--- config.mk ---
export PLATFORM = sky130hd
export DESIGN_NAME = sha256_msg_schedule
export DESIGN_NICKNAME = d
export VERILOG_FILES = /design/src/rtl/sha256_msg_schedule.sv
export SDC_FILE = /design/constraint.sdc
export NUM_CORES = 1
export LEC_CHECK = 0
export CELL_PAD_IN_SITES_DETAIL_PLACEMENT = 1
export CELL_PAD_IN_SITES_GLOBAL_PLACEMENT = 2
export CORE_MARGIN = 2
export CORE_UTILIZATION = 25
export DETAILED_ROUTE_END_ITERATION = 8
export GPL_ROUTABILITY_DRIVEN = 0
export PLACE_DENSITY_LB_ADDON = 0.1
export SLEW_MARGIN = 15
export SYNTH_ARGS = -nofsm -noshare
export SYNTH_HDL_FRONTEND = slang
export SYNTH_SLANG_ARGS = --single-unit
--- constraint.sdc ---
create_clock -name clk_i -period 4.2 [get_ports clk_i]
set_input_delay 1.26 -clock clk_i [delete_from_list [all_inputs] [get_ports clk_i]]
set_output_delay 1.26 -clock clk_i [all_outputs]
set_load 0.05 [all_outputs]
--- src/rtl/sha256_msg_schedule.sv ---
// rtl/sha256_msg_schedule.sv - SHA-256 message schedule (W) generator
// Sliding 16-word window; emits one W[t] per step, cross-checked against the round counter.
module sha256_msg_schedule #(
  parameter int NUM_ROUNDS = 64,
  parameter bit CHECK_SYNC = 1'b1
) (
  input  logic         clk_i,
  input  logic         n_rst_i,
  input  logic         load_i,
  input  logic [511:0] block_in_i,
  input  logic         step_i,
  input  logic         clear_i,
  input  logic [6:0]   round_idx_i,
  output logic [31:0]  w_out_o,
  output logic         w_valid_o,
  output logic [6:0]   t_idx_o,
  output logic         done_o,
  output logic         sync_err_o
);

  typedef enum logic [1:0] {S_IDLE, S_ACTIVE, S_DONE} state_e;

  localparam logic [6:0] LAST_T = 7'(NUM_ROUNDS - 1);

  state_e      state_q, state_d;
  logic [31:0] win_q [16];
  logic [31:0] win_d [16];
  logic [6:0]  t_idx_q, t_idx_d;
  logic        sync_err_q, sync_err_d;
  logic        is_active, adv;

  function automatic logic [31:0] sig0(input logic [31:0] x);
    return {x[6:0], x[31:7]} ^ {x[17:0], x[31:18]} ^ {3'b000, x[31:3]};
  endfunction

  function automatic logic [31:0] sig1(input logic [31:0] x);
    return {x[16:0], x[31:17]} ^ {x[18:0], x[31:19]} ^ {10'b0, x[31:10]};
  endfunction

  assign is_active = (state_q == S_ACTIVE);
  // The final word stays on w_out; the terminal step only moves the FSM to DONE.
  assign adv       = is_active && step_i && !load_i && (t_idx_q != LAST_T);

  always_ff @(posedge clk_i) begin
    if (!n_rst_i) begin
      state_q <= S_IDLE;
    end else begin
      state_q <= state_d;
    end
  end

  always_comb begin
    state_d = state_q;
    unique case (state_q)
      S_IDLE:   if (load_i) state_d = S_ACTIVE;
      S_ACTIVE: begin
        if (load_i) state_d = S_ACTIVE;
        else if (step_i && (t_idx_q == LAST_T)) state_d = S_DONE;
      end
      S_DONE: begin
        if (load_i) state_d = S_ACTIVE;
        else if (clear_i) state_d = S_IDLE;
      end
      default:  state_d = S_IDLE;
    endcase
  end

  always_comb begin
    w_valid_o = (state_q == S_ACTIVE);
    done_o    = (state_q == S_DONE);
  end

  always_comb begin
    win_d   = win_q;
    t_idx_d = t_idx_q;
    if (load_i) begin
      for (int i = 0; i < 16; i++) begin
        win_d[i] = block_in_i[511-32*i -: 32];
      end
      t_idx_d = 7'd0;
    end else if (adv) begin
      for (int i = 0; i < 15; i++) begin
        win_d[i] = win_q[i+1];
      end
      win_d[15] = sig1(win_q[14]) + win_q[9] + sig0(win_q[1]) + win_q[0];
      t_idx_d   = t_idx_q + 7'd1;
    end
  end

  always_comb begin
    sync_err_d = sync_err_q;
    if (CHECK_SYNC && is_active && step_i && (round_idx_i != t_idx_q)) begin
      sync_err_d = 1'b1;
    end
  end

  always_ff @(posedge clk_i) begin
    if (!n_rst_i) begin
      for (int i = 0; i < 16; i++) begin
        win_q[i] <= 32'd0;
      end
      t_idx_q    <= 7'd0;
      sync_err_q <= 1'b0;
    end else begin
      win_q      <= win_d;
      t_idx_q    <= t_idx_d;
      sync_err_q <= sync_err_d;
    end
  end

  assign w_out_o    = win_q[0];
  assign t_idx_o    = t_idx_q;
  assign sync_err_o = CHECK_SYNC ? sync_err_q : 1'b0;

endmodule

Yosys cells after proc, flatten, opt, wreduce, memory -nomap -nowiden
Index checks and enable logic that the tools add are counted.
{"block": "classes", "addsub": 4, "n_eq_ne": 8, "mux": 8, "bitwise_logic": 5, "reduce_logical": 10}
{"op": "$mux 512", "count": 2}
{"op": "$add 32x32->32", "count": 3}
{"op": "$xor 32x32->32", "count": 2}
{"op": "$xor 32x22->32", "count": 1}
{"op": "$xor 32x29->32", "count": 1}
{"op": "$mux 2", "count": 5}
{"op": "$add 7x1->7 const B", "count": 1}
{"op": "$eq 7x6->1 const B", "count": 1}
{"op": "$ne 7x6->1 const B", "count": 1}
{"op": "$ne 7x7->1", "count": 1}
{"op": "$pmux 2 s3", "count": 1}
{"op": "$logic_and 1x1->1", "count": 5}
{"op": "$ne 3x2->1 const B", "count": 1}
{"op": "$ne 3x3->1 const B", "count": 1}
{"op": "$reduce_and 3->1", "count": 1}
{"op": "$eq 2x1->1 const B", "count": 1}
{"op": "$eq 2x2->1 const B", "count": 1}
{"op": "$logic_not 2->1", "count": 1}
{"op": "$ne 2x2->1 const B", "count": 1}
{"op": "$reduce_bool 2->1", "count": 1}
{"op": "$reduce_or 2->1", "count": 1}
{"op": "$logic_not 1->1", "count": 1}
{"op": "$not 1->1", "count": 1}
{"block": "totals", "regBits": 522, "inputBits": 524, "output_inout_bits": 42}

Longest topological paths before layout
{"block": "depth", "word_depth": 7, "ltp_mapped": 15, "ltp_nobuf": 14}

Worst setup path before layout
No wires, ideal clock.
{"block": "synth_timing", "path_type": "reg-to-reg", "startpoint": "reg win_q[50] (netlist bit)", "endpoint": "reg win_q[29] (netlist bit)", "arrival_time_ns": 3.725, "required_time_ns": 4.064, "path_slack_ns": 0.340, "path_stages_with_launch": 16, "synth_period_minus_slack_ns": 3.860, "cell_sequence": "dfxtp_1 clkbuf_1 xor2_1 xnor2_1 fa_1 inv_1 fa_1 ha_1 fa_1 a211oi_1 o21ai_0 o211ai_1 a21o_1 a21oi_1 a2111oi_0 a211oi_1"}
{"block": "synth_via", "elab_chain_cells": 7}
{"item": "start: declaration", "line": "26", "rtl": "logic [31:0] win_q [16];"}
{"item": "start signal: assignment", "line": "105", "rtl": "win_q <= win_d;"}
{"item": "$xor 32x32->32", "line": "37", "rtl": "return {x[16:0], x[31:17]} ^ {x[18:0], x[31:19]} ^ {10'b0, x[31:10]};"}
{"item": "$xor 32x22->32 *", "line": "37"}
{"item": "$add 32x32->32 * (3 in a row)", "line": "85", "rtl": "win_d[15] = sig1(win_q[14]) + win_q[9] + sig0(win_q[1]) + win_q[0];"}
{"item": "$mux 512 *", "line": "81", "rtl": "end else if (adv) begin"}
{"item": "$mux 512 *", "line": "76", "rtl": "if (load_i) begin"}
Every way passes the cells marked *; elsewhere a longest branch is shown, timed or not. The select of a mux whose other input is x is not followed.
A chain may end at the register's enable or synchronous reset.

Final worst setup path
{"block": "layout_timing", "startpoint": "reg win_q[60] (netlist bit)", "endpoint": "reg win_q[28] (netlist bit)"}
The elaborated chain is that of the path after synthesis.

==> impl_metrics.tcl <==
set metrics [dict create \
    grt_pass1_vias 28790 \
    drive_above_1_share 0.06180 \
    synth_cell_types 58 \
    syn2layout_area_growth_pct 35.61 \
    die_area_um2 113200 \
    grt_pass1_wl_um 201300 \
    cts_hold_buffers 0 \
    async_reset_ff_frac 0 \
    initial_core_util 0.2531 \
    wl_um 141700 \
    grt_antenna_before_repair 25 \
    post-place-ws_ns 0.05523 \
    stdcell_count 5947 \
    synth_seq_cells 522 \
    top_layer "met5" \
    slew_headroom 0.2437 \
    syn_area_um2 27620 \
    avgSynthCellArea_um2 6.916 \
    nFillCells 13330 \
    track_usage 0.2439 \
    synth_flop_cell "dfxtp_1" \
    yosysWarnings 0 \
    dp.cells 5825 \
    finalHoldViolations 0 \
    wl_met1_um 65990 \
    worst_pin_slew_ns 1.134 \
    cp-end-kind "flip-flop" \
    rrSetupSlack_ns 0.21 \
    powerDensity_nw_per_um2 425.1 \
    min_to "sync_err_o" \
    placed_cell_area_um2 35140 \
    drtAntennaViolNets 0 \
    fin_util 0.3432 \
    grt_remaining_overflow 0 \
    cts.sinks 522 \
    worst_hold_slack_ns 0.4743 \
    cp-start-kind "flip-flop" \
    setup_slack_ns 0.2074 \
    hold_depth 2 \
    cp_max_fo 5 \
    p_leak_nw 14.03 \
    cts_max_level 3 \
    rows 121 \
    io_buffers 565 \
    mostFrequentLayoutCell "nand2_1" \
    yosysTopAreaCell "dfxtp_1" \
    syn_inst 3994 \
    vias 28340 \
    ff2ff_path_depth 13 \
    fmax_mhz 250.5 \
    final_net_count 5038 \
    synth-seq-area-share 0.3783 \
    grt_max_degree 245 \
    r2r_start "win_q[60]" \
    route.detailed.drc 0 \
    reg2reg_to "win_q[28]" \
    wl_met3_um 6334 \
    status "complete, no violations" \
    drt_iter0_drc 1808 \
    synthTopCellsByArea "dfxtp_1, a21oi_1, nand2_1" \
    finalSetupViolations 0 \
    synth-edff-count 0 \
    drt_first_pass_iters 5 \
    clkLatencyLatePin_ns 0.64 \
    coreArea_um2 109200 \
    most-common-layout-cells "nand2_1, a21oi_1, clkdlybuf4s50_1, dfxtp_1, nor2_1" \
    clockRootBuffer "clkbuf_16" \
    path_class "flip-flop to flip-flop" \
    route.met2.wl_um 66750 \
    fin_area_um2 37460 \
    fin_skew_ns 0.03239 \
    die_h_um 336.4 \
    synth_top_area_share 0.3783 \
    post-dp-hpwl_um 109400 \
    ios 566 \
    tritoncts "built" \
    hold_path_startpoint "sync_err_o" \
    period_needed_ns 3.993 \
    startpoint "win_q[60]" \
    maxCapViolCount 0 \
    hold_path.class "flip-flop to flip-flop" \
    ir_drop_mv 0.2540 \
    dieWidth_um 336.4 \
    numCtsBuffers 69 \
    syn-num-nets 4612 \
    period_share 0.9506 \
    ctsLongestPathBuffers 3 \
    viasPerCell 4.766 \
    wl_per_cell_um 23.82 \
    clk_pin_slew_ns 0.06 \
    slew_violations 0 \
    worst-endpoint-arrival_ns 4.53 \
    critical_path_required_ns 4.73 \
]
worst max path at each step:
stage / to / slack [ns] / cells after the start
2_1_floorplan: win_q[29] / 0.34 / 15
3_3_place_gp: win_q[23] / 0.14 / 13
3_5_place_dp: win_q[29] / 0.06 / 13
4_1_cts: win_q[24] / 0.02 / 12
5_1_grt: win_q[29] / -0.02 / 14
6_report: win_q[28] / 0.21 / 13
state kept, by name, summed over array words and instances (netlist names):
register,flops
state_q,2
sync_err_o,1
t_idx_o,7
w_out_o,32
win_q,480
cell families after synthesis:
kind of cell,Yosys count,synth area share
buffers and inverters,484,0.07410
AOI/OAI and AO/OA,1132,0.2143
DFF,522,0.3783
adders and majority gates,94,0.05943
xor gates and xnor gates,154,0.04883
muxes,2,0.0007247
and+or+nand+nor,1606,0.2243
timing repair:
action,CTS,global route
setup endpoints to repair,0,15
buffers inserted,0,0
gates resized for setup,0,19
metrics by stage:
step | total power, mW | setup TNS [ns]
CTS | 16.09 | 0
finish | 15.93 | 0
global placement | 9.877 | 0
floorplan | 7.929 | 0
global route | 16.71 | -0.01990
detailed placement | 9.891 | 0
power by group:
| group | internal (mW) | switching, mW |
|---|---|---|
| registers | 5.25 | 0.257 |
| logic | 1.82 | 2.51 |
| clock network | 3.61 | 2.48 |
| total | 10.7 | 5.24 |
final cells by class:
type                       count  area, um^2  area share
inverter                     123       469.2     0.01252
multi-input combinational   2988       15180      0.4053
antenna                        5       12.51   0.0003340
tap                         1476        1847     0.04930
clock buffer                 102        2044     0.05457
timing repair buffer         716        7232      0.1930
sequential                   522       10460      0.2792
clock inverter                15       214.0    0.005711
critical path, cell delays in order, from the launching register on:
cell,delay [ns]
dfxtp_1,0.45
xor2_1,0.12
xnor2_1,0.33
fa_1,0.51
fa_1,0.49
inv_1,0.06
ha_1,0.38
nand2_1,0.13
o21ai_0,0.12
or2_2,0.31
o41a_1,0.42
a31oi_1,0.23
xor2_1,0.10
a211oi_1,0.23
cells in the mapped netlist, types with 9 or more instances:
cell type,instances
nand4_1,9
buf_1,35
clkbuf_1,212
a21oi_1,1014
inv_1,122
dfxtp_1,522
nand3_1,11
nand2_1,1023
and3_1,10
buf_4,35
nor2_1,512
nor3_1,12
a31oi_1,12
fa_1,62
o21ai_0,30
ha_1,32
a21o_1,19
xnor2_1,94
xor2_1,60
buf_2,79
a211oi_1,11
routing by layer:
metal	up-vias	track usage
li1	13840	-
met2	551	0.4081
met3	135	0.04469
met4	22	0.04588
met1	13790	0.3284
met5	-	0
No activity file was read; power rests on OpenSTA's default activity.
